`src/rtl/cpu_run_ctrl.sv`:
```
// cpu_run_ctrl: run/step/halt sequencer for the single-cycle CPU core.
//
// The core no longer sees a divided clock. It sees a one-clk execute enable
// (cpu_en_o), issued one clk after a divider tick (tick_i) whenever the
// sequencer is running or stepping. Also provided: external halt, an
// optional PC breakpoint, and a saturating count of executed instructions.
//
// Optional feature macro: RUN_CTRL_BP_EN
//   defined   : breakpoint compare, skip-past-breakpoint flag and bp_hit_o
//   undefined : no compare logic; bp_hit_o tied 0; HALT only via halt_i
//
// state_o encoding: 00 IDLE, 01 RUN, 10 STEP, 11 HALT.

module cpu_run_ctrl #(
    parameter int PC_W  = 6,
    parameter int CNT_W = 32
) (
    input  logic             clk,
    input  logic             rstn,
    input  logic             tick_i,
    input  logic             run_i,
    input  logic             step_i,
    input  logic             halt_i,
    input  logic             bp_en_i,
    input  logic [PC_W-1:0]  bp_addr_i,
    input  logic [PC_W-1:0]  pc_i,
    output logic             cpu_en_o,
    output logic [1:0]       state_o,
    output logic             bp_hit_o,
    output logic [CNT_W-1:0] inst_cnt_o
);

    typedef enum logic [1:0] {
        IDLE = 2'b00,
        RUN  = 2'b01,
        STEP = 2'b10,
        HALT = 2'b11
    } state_t;

    state_t             state;
    state_t             state_nx;

    logic               cpu_en;
    logic [CNT_W-1:0]   cnt;
    logic               step_q;
    logic               run_q;

    // Decisions made by the next-state logic for the coming edge.
    logic               issue;
    logic               bp_set;
    logic               bp_clr;
    logic               skip_set;

    logic               step_req;
    logic               run_rise;
    logic               match;

    // One request per rising edge of the step level; holding it is one request.
    assign step_req = step_i & ~step_q;
    // Leaving HALT for RUN needs a fresh run request, not a held level.
    assign run_rise = run_i & ~run_q;

`ifdef RUN_CTRL_BP_EN
    logic bp_hit;
    logic skip;

    // Breakpoint hit: enabled, PC equal, and not the instruction we just
    // resumed from (skip lets execution step past the breakpoint PC).
    assign match = bp_en_i & (pc_i == bp_addr_i) & ~skip;

    // Sticky breakpoint flag and the skip-once flag set on every HALT exit.
    always_ff @(posedge clk) begin
        if (!rstn) begin
            bp_hit <= 1'b0;
            skip   <= 1'b0;
        end else begin
            if (bp_set)
                bp_hit <= 1'b1;
            else if (bp_clr)
                bp_hit <= 1'b0;

            if (skip_set)
                skip <= 1'b1;
            else if (issue)
                skip <= 1'b0;
        end
    end
`else
    logic unused_bp;

    assign match     = 1'b0;
    assign unused_bp = ^{bp_en_i, bp_addr_i, pc_i, bp_set, bp_clr, skip_set};
`endif

    // State register.
    always_ff @(posedge clk) begin
        if (!rstn)
            state <= IDLE;
        else
            state <= state_nx;
    end

    // Enable pulse, saturating instruction counter and input edge history.
    always_ff @(posedge clk) begin
        if (!rstn) begin
            cpu_en <= 1'b0;
            cnt    <= '0;
            step_q <= 1'b0;
            run_q  <= 1'b0;
        end else begin
            cpu_en <= issue;
            if (issue && (cnt != '1))
                cnt <= cnt + CNT_W'(1);
            step_q <= step_i;
            run_q  <= run_i;
        end
    end

    // Next-state and issue decision; priority halt > breakpoint > run/step > tick.
    always_comb begin
        state_nx = state;
        issue    = 1'b0;
        bp_set   = 1'b0;
        bp_clr   = 1'b0;
        skip_set = 1'b0;
        unique case (state)
            IDLE: begin
                if (halt_i)
                    state_nx = HALT;
                else if (run_i)
                    state_nx = RUN;
                else if (step_req)
                    state_nx = STEP;
            end
            RUN: begin
                if (halt_i) begin
                    state_nx = HALT;
                    bp_clr   = 1'b1;
                end else if (tick_i && match) begin
                    // The matching instruction is not executed.
                    state_nx = HALT;
                    bp_set   = 1'b1;
                end else if (!run_i) begin
                    state_nx = IDLE;
                end else if (tick_i && !cpu_en) begin
                    // Back-to-back ticks never produce back-to-back enables.
                    issue = 1'b1;
                end
            end
            STEP: begin
                if (halt_i) begin
                    state_nx = HALT;
                end else if (tick_i && match) begin
                    state_nx = HALT;
                    bp_set   = 1'b1;
                end else if (tick_i) begin
                    issue    = 1'b1;
                    state_nx = IDLE;
                end
            end
            HALT: begin
                if (!halt_i) begin
                    if (step_req) begin
                        state_nx = STEP;
                        bp_clr   = 1'b1;
                        skip_set = 1'b1;
                    end else if (run_rise) begin
                        state_nx = RUN;
                        bp_clr   = 1'b1;
                        skip_set = 1'b1;
                    end
                end
            end
            default: state_nx = IDLE;
        endcase
    end

    // Outputs are straight from registers.
    always_comb begin
        cpu_en_o   = cpu_en;
        state_o    = state;
        inst_cnt_o = cnt;
`ifdef RUN_CTRL_BP_EN
        bp_hit_o   = bp_hit;
`else
        bp_hit_o   = 1'b0;
`endif
    end

endmodule

```
`config.mk`:
```
export PLATFORM = sky130hd
export DESIGN_NAME = cpu_run_ctrl
export DESIGN_NICKNAME = d
export VERILOG_FILES = /design/src/rtl/cpu_run_ctrl.sv
export SDC_FILE = /design/constraint.sdc
export NUM_CORES = 1
export LEC_CHECK = 0
export CAP_MARGIN = 10
export CORE_ASPECT_RATIO = 1.5
export CORE_MARGIN = 2
export CORE_UTILIZATION = 25
export DETAILED_ROUTE_END_ITERATION = 7
export PLACE_DENSITY_LB_ADDON = 0.25
export SLEW_MARGIN = 0
export SYNTH_ARGS = -nofsm -noshare
export SYNTH_HDL_FRONTEND = slang
export SYNTH_SLANG_ARGS = --single-unit
export TNS_END_PERCENT = 20
```
`constraint.sdc`:
```
create_clock -name clk -period 2.65 [get_ports clk]
set_clock_uncertainty 0.2 [all_clocks]
set_input_delay 0.3975 -clock clk [delete_from_list [all_inputs] [get_ports clk]]
set_output_delay 0.3975 -clock clk [all_outputs]
set_load 0.005 [all_outputs]
```
# After elaboration in Yosys (flattened, before gate mapping)
# Index checks and enable logic that the tools add are counted.
dict set report op_classes {
  n_addsub 1
  n_eq_ne 9
  muxes 17
  n_bitwise 4
  reduce_logical 5
}
# cell count
set ops {}
lappend ops {{32-bit by 1-bit adder with 32-bit output, second input constant} 1}
lappend ops {{32-bit != test, second input constant} 1}
lappend ops {{2-bit 2-to-1 mux} 10}
lappend ops {{3-bit != test, second input constant} 3}
lappend ops {{2-bit one-hot mux with 4 select lines} 1}
lappend ops {{1-bit 2-to-1 mux} 5}
lappend ops {{5-bit AND reduction} 1}
lappend ops {{2-bit equality test, second input constant} 2}
lappend ops {{4-bit != test, second input constant} 1}
lappend ops {{1-bit bitwise AND} 2}
lappend ops {{2-bit by 1-bit equality test with 1-bit output, second input constant} 1}
lappend ops {{1-bit logical AND} 2}
lappend ops {{2-bit zero test} 1}
lappend ops {{2-bit != test, second input constant} 1}
lappend ops {{1-bit inverter} 2}
lappend ops {{1-bit one-hot mux with 2 select lines} 1}
lappend ops {{1-bit zero test} 1}
dict set report word_totals {
  ff_bits 37
  in_bits 19
}

# Depth between registers and ports, before layout
dict set report depth {
  depth_word 7
  mapped_depth 9
  mapped_depth_nobuf 7
}

# Worst setup path before layout
# OpenSTA, ideal clock, no wires.
dict set report synth_timing {
  path_kind {register to register}
  from {register cnt[0], in the netlist inst_cnt_o[0]}
  to {register cnt[28], in the netlist inst_cnt_o[28]}
  t_arrival_ns 2.163
  required_time_ns 2.379
  setup_slack_ns 0.216
  path_stages_with_launch 8
  path_buffers 1
  period_less_slack_ns 2.434
  path_cell_list {dfxtp_1 ha_1 nand3_1 or3_4 or4_4 buf_6 or3_1 a21oi_1}
}
dict set report synth_between {
  elab_chain_cells 2
  elab_cells_between_ends 3
  classes_between {add/sub: 1; eq/ne: 1; reduce/logical: 1}
}
# item line_no
set synth_lines {}
lappend synth_lines {{start, declared} 44} ;# logic [CNT_W-1:0] cnt;
lappend synth_lines {{start signal, assigned} 113} ;# cnt <= cnt + CNT_W'(1);
lappend synth_lines {{branches (longest 2 deep; another with 32-bit by 1-bit adder with 32-bit output)} n/a}
# Parallel ways; which one is timed is not known.
# A chain may end at the register's enable or synchronous reset.

# Worst setup path in the final report
dict set report layout_timing {
  from {register state[0], in the netlist state_o[0]}
  to {register cnt[18], in the netlist inst_cnt_o[18]}
}
dict set report layout_between {
  elab_chain_cells 3
  elab_cells_between_ends 4
  classes_between {eq/ne: 2; mux: 1; reduce/logical: 1}
}
# item line_no
set layout_lines {}
lappend layout_lines {{start, declared} 40} ;# state_t state;
lappend layout_lines {{start signal, assigned} 100} ;# state <= state_nx;
lappend layout_lines {{2-bit equality test or 2-bit by 1-bit equality test with 1-bit output (tied branches)} n/a}
lappend layout_lines {{1-bit one-hot mux with 2 select lines *} 126} ;# unique case (state)
lappend layout_lines {{1-bit logical AND *} 112} ;# if (issue && (cnt != '1))
# Mark *: on every way between the ends. The rest lies on a longest branch, timed or not.

==> impl_results.md <==
- # DRC: 0
- Reg clk slew, reported paths: 0.05 ns
- Hold buffers post-CTS: 0
- Worst setup margin: 0.110 ns
- Routability cong.: 0.751
- Post-synth top flop: dfxtp_1
- Worst Path Max Fanout: 10
- Critical Setup Path Class: reg -> reg
- Outcome: finished clean
- Mapped Avg Cell Area: ~8.3 um2
- Remaining antenna violation count: 0
- Synth area leaders: dfxtp_1 (38%), a21oi_1 (6.9%), o31ai_1 (4.6%)
- N_diodes: 0
- First-pass GRT wire length: 8560 um
- Initial Util: 0.256
- Pre-CTS setup slack: -0.106 ns
- Via density: 4.99
- Final period utilization: 0.958
- Clock Sinks: 37
- Setup Viol. Count Final: 0
- Detail Placement HPWL: 3830 um
- Final WL: 5160 um
- Yosys warnings: 0
- Vias in the first global route: 1896
- MaxCap Viol Count: 0
- Clk_lat worst skew: 0.28 ns
- PortBufs: 40
- Top-area cell type share of the netlist area: 0.380
- Die height: 112 um
- CTS max path bufs: 2
- Area leader, netlist: dfxtp_1
- Sequential fraction of the synthesis area: 0.380
- WHS: 0.300 ns
- Top post-synthesis cells by count: dfxtp_1 (37), a21oi_1 (27), nand2_1 (16)
- Slew Limit Fails: 0
- Mapped Area: 0.00195 mm2
- Most common cell in the netlist: dfxtp_1
- Dpl cells: 389
- Reg-to-Reg Start: state_o[0]$_SDFFE_PN0P_
- Crit. End Element: flop
- Htree depth: 2
- Clock root buffer: clkbuf_16
- Hold depth: 2
- Vias: between 1500 and 2000
- Final net count: 319
- Count of boundary I/O pins: 55
- Startpoint types: flop
- Cell count after synthesis: 234
- Total core area: ~0.0076 mm2
- Layout area overhead: 42.1%
- Async set-reset flop share out of synthesis: 0
- CTS Buf Count: 5
- WL/cell: 13.0 um
- Chip width: between 70 and 80 um
- Hold crit path type: reg -> reg
- Maximum clock rate: 0.394 GHz
- Postcts setup bufs: 0
- CTS tree: done
- WP data arrival: 2.55 ns
- First-pass DRT Iterations: 4
- WP data required: 2.66 ns
- Rows: 39
- Netlist cell types: 47
- Critical path launch point: state_o[0]$_SDFFE_PN0P_
- Die area: roughly 0.0085 mm2
- HP Start: inst_cnt_o[14]$_SDFFE_PN0P_
- Worst R2R Path Depth: 6
- Non-filler cells, final: 397
- Final Hold Viols: 0
- Initial antenna violation count: 0
- GRT Util Overall: 0.123
- Post-Syn Nets: 259
- Power per standard cell area: 558 mW/mm2
- Post-CTS resize count: 0
- Fraction of layout cells with a size suffix above 1: 0.153
- Synth Register Bits: 37
- Fin crit period: between 2 and 3 ns
- 1st-iter DRT viols: 65
- Post-synth EDFFs: 0
- Leak: just over 0.9 nW
- Global route total overflow: 0
- Worst VDD drop: 298 uV
- Largest net degree at the start of global routing: 18
==> worst max-delay path: stages, from the launching register on <==
cell and delay [ns]:
dfxtp_1 0.41, inv_1 0.11, ha_1 0.35, o2111ai_2 0.21
or4_4 0.64, or3_2 0.42, a21oi_1 0.14
==> metal layers <==
layer,up-vias,GRT usage,share of wire
met4,0,0.0545,0.023
li1,998,-,-
met5,-,0,0
met1,938,0.134,0.43
met3,8,0.0241,0.033
met2,36,0.228,0.52
==> state kept, by name (all words and copies together), names as in the netlist <==
signal      flops
cpu_en_o        1
state_o         2
run_q           1
step_q          1
inst_cnt_o     32
==> stage by stage <==
step	power, mW	instance area [um2]	setup TNS (ns)	utilization
after floorplan	0.800	1950	0	-
after global placement	0.930	2590	-0.773	0.341
after detailed placement	0.938	2590	-0.903	0.341
after CTS	1.56	2750	0	0.362
after global routing	1.64	2770	-0.00723	0.364
final	1.54	2770	0	0.364
==> cell usage in the layout (no fill, tap or decap), types with 3 or more instances in the layout <==
cell type and n:
and3_1 3, or4_1 4, nand2_1 16, mux2i_1 4, inv_1 11, or3_1 12, clkdlybuf4s50_1 40, nor4_1 3
buf_4 24, nand2b_1 4, o31ai_1 12, dfxtp_1 37, a21oi_1 27, nor2_1 10, ha_1 6, o21ai_0 15
clkbuf_16 5, nand4_1 9, or4_2 5, nand3_1 11
==> path summary, 6_finish.rpt <==
path              slack [ns]                          end
hold reg to reg         0.30  inst_cnt_o[14]$_SDFFE_PN0P_
setup / recovery        0.11  inst_cnt_o[18]$_SDFFE_PN0P_
setup reg to reg        0.11  inst_cnt_o[18]$_SDFFE_PN0P_
hold / removal          0.30  inst_cnt_o[14]$_SDFFE_PN0P_
==> final cells by class <==
| type | instances | area (um2) |
|---|---|---|
| tap | 102 | 128 |
| clock buffer | 7 | 153 |
| clock inverter | 1 | 5.00 |
| timing repair buffer | 64 | 581 |
| multi-input combinational | 175 | 1120 |
| sequential | 37 | 741 |
| fill | 833 | 4840 |
| inverter | 11 | 41.3 |
==> power by group <==
group	internal [mW]	switching, mW
Sequential	0.577	0.0169
Clock	0.398	0.217
Combinational	0.165	0.170
Total	1.14	0.404
==> cells by family (layout without fill, tap and decap cells) <==
kind of cell,count (synthesis),count (layout),synth area share
mux,4,4,0.0206
buf+inv,22,83,0.0527
fa+ha+maj,6,6,0.0385
xor+xnor,2,2,0.00899
flops,37,37,0.380
other cells,1,1,0.00192
simple gates,95,95,0.291
compound gates,67,67,0.206
No activity file was read; power rests on OpenSTA's default activity.
==> variant 1: new RTL, same flow settings <==
The option `RUN_CTRL_BP_EN` is turned on by a define.
--- a/src/rtl/cpu_run_ctrl.sv
+++ b/src/rtl/cpu_run_ctrl.sv
@@ -10,6 +10,8 @@
 //   undefined : no compare logic; bp_hit_o tied 0; HALT only via halt_i
 //
 // state_o encoding: 00 IDLE, 01 RUN, 10 STEP, 11 HALT.
+
+`define RUN_CTRL_BP_EN
 
 module cpu_run_ctrl #(
     parameter int PC_W  = 6,
Check against the original RTL: not equivalent (a bounded check fails within 4 cycles, from zero or initial values and one cycle with rstn low).
==> variant 1 against the unedited design <==
Synthesized area rose by 20%. Setup slack improved by 99 ps. First-iteration DRC count fell by 9.2%. Cell area rose by 17%. Wire length rose by 24%. Sequential cell count rose by 2. Total power rose by 10%. Largest power group unchanged.
==> variant 1: results <==
export IMPL_synth_distinct_cells=54
export IMPL_static_leakage_power_nw=1.01
export IMPL_synth_area_top_cells="sky130_fd_sc_hd__dfxtp_1 33%, sky130_fd_sc_hd__o31ai_1 5.1%, sky130_fd_sc_hd__or4_1 4.8%"
export IMPL_timing_hold_worst_class="flip-flop to flip-flop"
export IMPL_ctsResizeCount=0
export IMPL_drtIter0Drc=59
export IMPL_postCtsSetupRepairBufs=0
export IMPL_crit_family="simple AND/OR/NAND/NOR gates"
export IMPL_fillerInstances=954
export IMPL_dr_total_vias=2287
export IMPL_h_tree_depth=2
export IMPL_max_cap_violations=0
export IMPL_clkLatencyLatePin_ps=280
export IMPL_grt_first_pass_wirelength_mm=10.8
export IMPL_grt_pass1_vias=2208
export IMPL_grt_antenna_before_repair=0
export IMPL_path_max_fanout=9
export IMPL_met2_usage_pct=22.8
export IMPL_gp_congestion=0.843
export IMPL_synth_warnings=0
export IMPL_wl_per_cell_um=14.2
export IMPL_cts_inserted_buffers=5
export IMPL_gr_usage_met3_pct=2.69
export IMPL_most_frequent_cells_after_synthesis="39 x sky130_fd_sc_hd__dfxtp_1, 26 x sky130_fd_sc_hd__nand2_1, 16 x sky130_fd_sc_hd__o31ai_1"
export IMPL_run_status="completed"
export IMPL_largest_register_ff_count=32
export IMPL_groute_layer_met1_usage_pct=15.1
export IMPL_num_antenna_cells=0
export IMPL_worst_path_max_delay_cell="sky130_fd_sc_hd__or4_1"
export IMPL_synth_ff_type="sky130_fd_sc_hd__dfxtp_1"
export IMPL_port_buffers=54
export IMPL_ys_seq_area_share_pct=33.3
export IMPL_layout_nets=361
export IMPL_vdd_ir_drop_max_mv=0.226
export IMPL_row_count=43
export IMPL_place_area_um2=3070
export IMPL_synthesis_nets=299
export IMPL_maximum_number_of_pins_on_one_net_before_global_route_repair=31
export IMPL_ratio_of_cells_with_drive_above_1_in_the_final_layout_pct=13.4
export IMPL_critPathMaxStageDelay_ps=530
export IMPL_post_synth_arst_share_pct=0
export IMPL_grt_usage_pct=12.9
export IMPL_clock_path_buffers=2
export IMPL_place_detailed_hpwl_mm=4.80
export IMPL_drt_pre_antenna_iters=4
export IMPL_clock_root_buffer="sky130_fd_sc_hd__clkbuf_16"
export IMPL_critPathArrivalTime_ps=2460
export IMPL_timing_worst_slew_pin_value_ps=460
export IMPL_clk_transition_reported_paths_ps=60
[variant 1: worst paths after layout]
check,slack (ps),to,depth (start not counted),from
setup / recovery,210,inst_cnt_o[4],8,state_o[1]
hold / removal,270,skip,2,skip
setup reg to reg,210,inst_cnt_o[4],8,state_o[1]
hold reg to reg,270,skip,2,skip
[variant 1: area by class of cell]
cell class / count / area (um2) / share of cell area, %
clock buffer: 6 / 139 / 4.28
clock inverter: 2 / 35.0 / 1.08
inverter: 9 / 33.8 / 1.04
multi-input combinational: 211 / 1440 / 44.5
sequential: 39 / 782 / 24.1
tap: 112 / 140 / 4.32
timing repair buffer: 70 / 673 / 20.7
[variant 1: per-stage QoR]
stage                     instances  hold WS [ps]  setup slack, ps  utilization [%]
final                           449           265              209             35.3
after global placement          441           265             86.7             33.4
after global routing            449           290             72.7             35.3
after CTS                       449           264              129             35.3
after detailed placement        441           253             24.2             33.4
after floorplan                 274           237              268                -
[variant 1: routing by layer]
| metal | routed length, um | share of wire [%] | vias to the layer above |
|---|---|---|---|
| met3 | 235 | 3.7 | 7 |
| met4 | 114 | 1.8 | 0 |
| li1 | - | - | 1167 |
| met1 | 2820 | 44 | 1069 |
| met5 | 0 | 0 | - |
| met2 | 3230 | 50 | 44 |
[variant 1: power by group]
part | internal (mW) | switching (mW) | total [mW]
Sequential | 0.608 | 0.0179 | 0.626
Clock | 0.468 | 0.244 | 0.713
Combinational | 0.186 | 0.176 | 0.362
Total | 1.26 | 0.439 | 1.70
[variant 1: worst register-to-register path: stages, from the launching register on]
cell and delay (ps):
sky130_fd_sc_hd__dfxtp_2 370, sky130_fd_sc_hd__inv_1 80, sky130_fd_sc_hd__ha_1 310, sky130_fd_sc_hd__and3b_1 220
sky130_fd_sc_hd__o21a_2 200, sky130_fd_sc_hd__o21ai_2 130, sky130_fd_sc_hd__buf_4 190, sky130_fd_sc_hd__or4_1 530
sky130_fd_sc_hd__a21oi_2 150
[variant 1: kinds of logic (layout without fill, tap and decap cells)]
family                   Yosys count  in the layout  share of synthesized area (%)
AO/OA/AOI/OAI                     72             72                           22.1
flip-flops                        39             39                           33.3
multiplexers                       7              7                           2.99
buffers and inverters             24             87                           5.02
AND/OR/NAND/NOR                  120            120                           31.1
XOR/XNOR                           6              6                           2.24
adder cells (fa/ha/maj)            6              6                           3.21
==> variant 2: new RTL, config.mk and constraints unchanged <==
Made on the original files. Register the output `inst_cnt_o`, with the module's reset; this adds one clock of latency there. The other outputs are not delayed to match.
--- a/src/rtl/cpu_run_ctrl.sv
+++ b/src/rtl/cpu_run_ctrl.sv
@@ -37,6 +37,8 @@
         HALT = 2'b11
     } state_t;
 
+    logic [CNT_W-1:0] inst_cnt_d;
+
     state_t             state;
     state_t             state_nx;
 
@@ -179,7 +181,7 @@
     always_comb begin
         cpu_en_o   = cpu_en;
         state_o    = state;
-        inst_cnt_o = cnt;
+        inst_cnt_d = cnt;
 `ifdef RUN_CTRL_BP_EN
         bp_hit_o   = bp_hit;
 `else
@@ -187,5 +189,13 @@
 `endif
     end
 
+    always_ff @(posedge clk) begin
+        if (!rstn) begin
+            inst_cnt_o <= '0;
+        end else begin
+            inst_cnt_o <= inst_cnt_d;
+        end
+    end
+
 endmodule
 
Behaviour: not the same (Yosys sat finds a counterexample within 4 cycles, from zero or initial values and one cycle with rstn low).
==> variant 2 against the unedited design <==
Critical path depth grew 3. Total power up 56%. Synthesized area grew 42%. Setup slack better by 120 ps. Cell area rose by 32%. Wire length increased by 14%. Hold slack worse by 23 ps. Sequential cell count grew 32.
==> variant 2: results <==
export IMPL_run_status="completed"
export IMPL_synth_warnings=0
export IMPL_synthesis_nets=317
export IMPL_drtIter0Drc=45
export IMPL_grt_usage_pct=10.5
export IMPL_layout_nets=370
export IMPL_final_cell_count_no_fill=496
export IMPL_critPathMaxStageDelay_ps=390
export IMPL_rr_endpoint="cnt[20]"
export IMPL_cts_inserted_buffers=9
export IMPL_worst_path_max_delay_cell="sky130_fd_sc_hd__dfxtp_1"
export IMPL_syn_mean_instance_area_um2=9.46
export IMPL_worst_r2r_path_depth=9
export IMPL_wl_mm=5.89
export IMPL_maximum_number_of_pins_on_one_net_before_global_route_repair=37
export IMPL_h_tree_depth=3
export IMPL_vdd_ir_drop_max_mv=0.279
export IMPL_min_to="inst_cnt_o[27]"
export IMPL_gp_congestion=0.803
export IMPL_place_detailed_hpwl_mm=4.12
export IMPL_most_frequent_cells_after_synthesis="69 x sky130_fd_sc_hd__dfxtp_1, 31 x sky130_fd_sc_hd__and2_1, 28 x sky130_fd_sc_hd__nor2_1"
export IMPL_static_leakage_power_nw=1.33
export IMPL_hold_start="cnt[27]"
export IMPL_path_max_fanout=8
export IMPL_switching_share_pct=23.3
export IMPL_crit_family="buffers and inverters"
export IMPL_dr_total_vias=2193
export IMPL_ratio_of_cells_with_drive_above_1_in_the_final_layout_pct=12.3
export IMPL_placedCellCount=480
export IMPL_regToRegSetupSlack_ps=230
export IMPL_synth_distinct_cells=44
export IMPL_combPwrFrac_pct=11.7
export IMPL_ys_seq_area_share_pct=50.0
export IMPL_dpl_worst_slack_ps=44.2
export IMPL_grt_first_pass_wirelength_mm=9.77
export IMPL_ctsResizeCount=0
export IMPL_clkLatencyLatePin_ps=330
export IMPL_power_frac_seq_pct=44.9
export IMPL_whs_ps=276
export IMPL_post_route_period_util_pct=91.2
[variant 2: cell types whose count changed in the layout (fill, tap and decap cells not counted), moves of 3 or more]
cell	before	now
sky130_fd_sc_hd__dfxtp_1	37	69
sky130_fd_sc_hd__and2_1	2	31
sky130_fd_sc_hd__nor2_1	10	28
sky130_fd_sc_hd__a21oi_1	27	14
sky130_fd_sc_hd__buf_4	24	11
sky130_fd_sc_hd__mux2_2	0	12
sky130_fd_sc_hd__o31ai_1	12	1
sky130_fd_sc_hd__nand4_1	9	15
sky130_fd_sc_hd__nor3_1	1	7
sky130_fd_sc_hd__or4_2	5	0
sky130_fd_sc_hd__clkbuf_16	5	9
sky130_fd_sc_hd__clkbuf_1	0	3
[variant 2: cell type report]
type	count	area, um2
clock buffers	13	250
well taps	147	184
flip-flops and latches	69	1380
fillers	1112	7230
clock inverters	2	10.0
inverters	10	37.5
multi-input cells	204	1300
repair buffers	51	483
[variant 2: metrics by stage]
stage	power [mW]	instance area (um2)
after floorplan	1.29	2760
after global placement	1.38	3380
after detailed placement	1.39	3380
after CTS	2.46	3640
after global routing	2.54	3640
final	2.41	3640
[variant 2: routing by layer]
| metal | global-route usage [%] | wire (um) |
|---|---|---|
| met1 | 11.1 | 2540 |
| met2 | 17.7 | 2920 |
| met3 | 2.96 | 194 |
| met4 | 7.69 | 238 |
| met5 | 0 | 0 |
[variant 2: logic make-up after synthesis]
family | count (synthesis) | synth area share [%]
and+or+nand+nor | 138 | 28.0
muxes | 15 | 6.16
DFF | 69 | 50.0
buffers and inverters | 19 | 2.99
AOI/OAI and AO/OA | 40 | 8.74
adders and majority gates | 6 | 2.72
xor gates and xnor gates | 4 | 1.27
other | 1 | 0.136
[variant 2: timing repair]
action,CTS,global route
setup endpoints to repair,0,1
buffers inserted,0,1
hold endpoints to repair,0,0
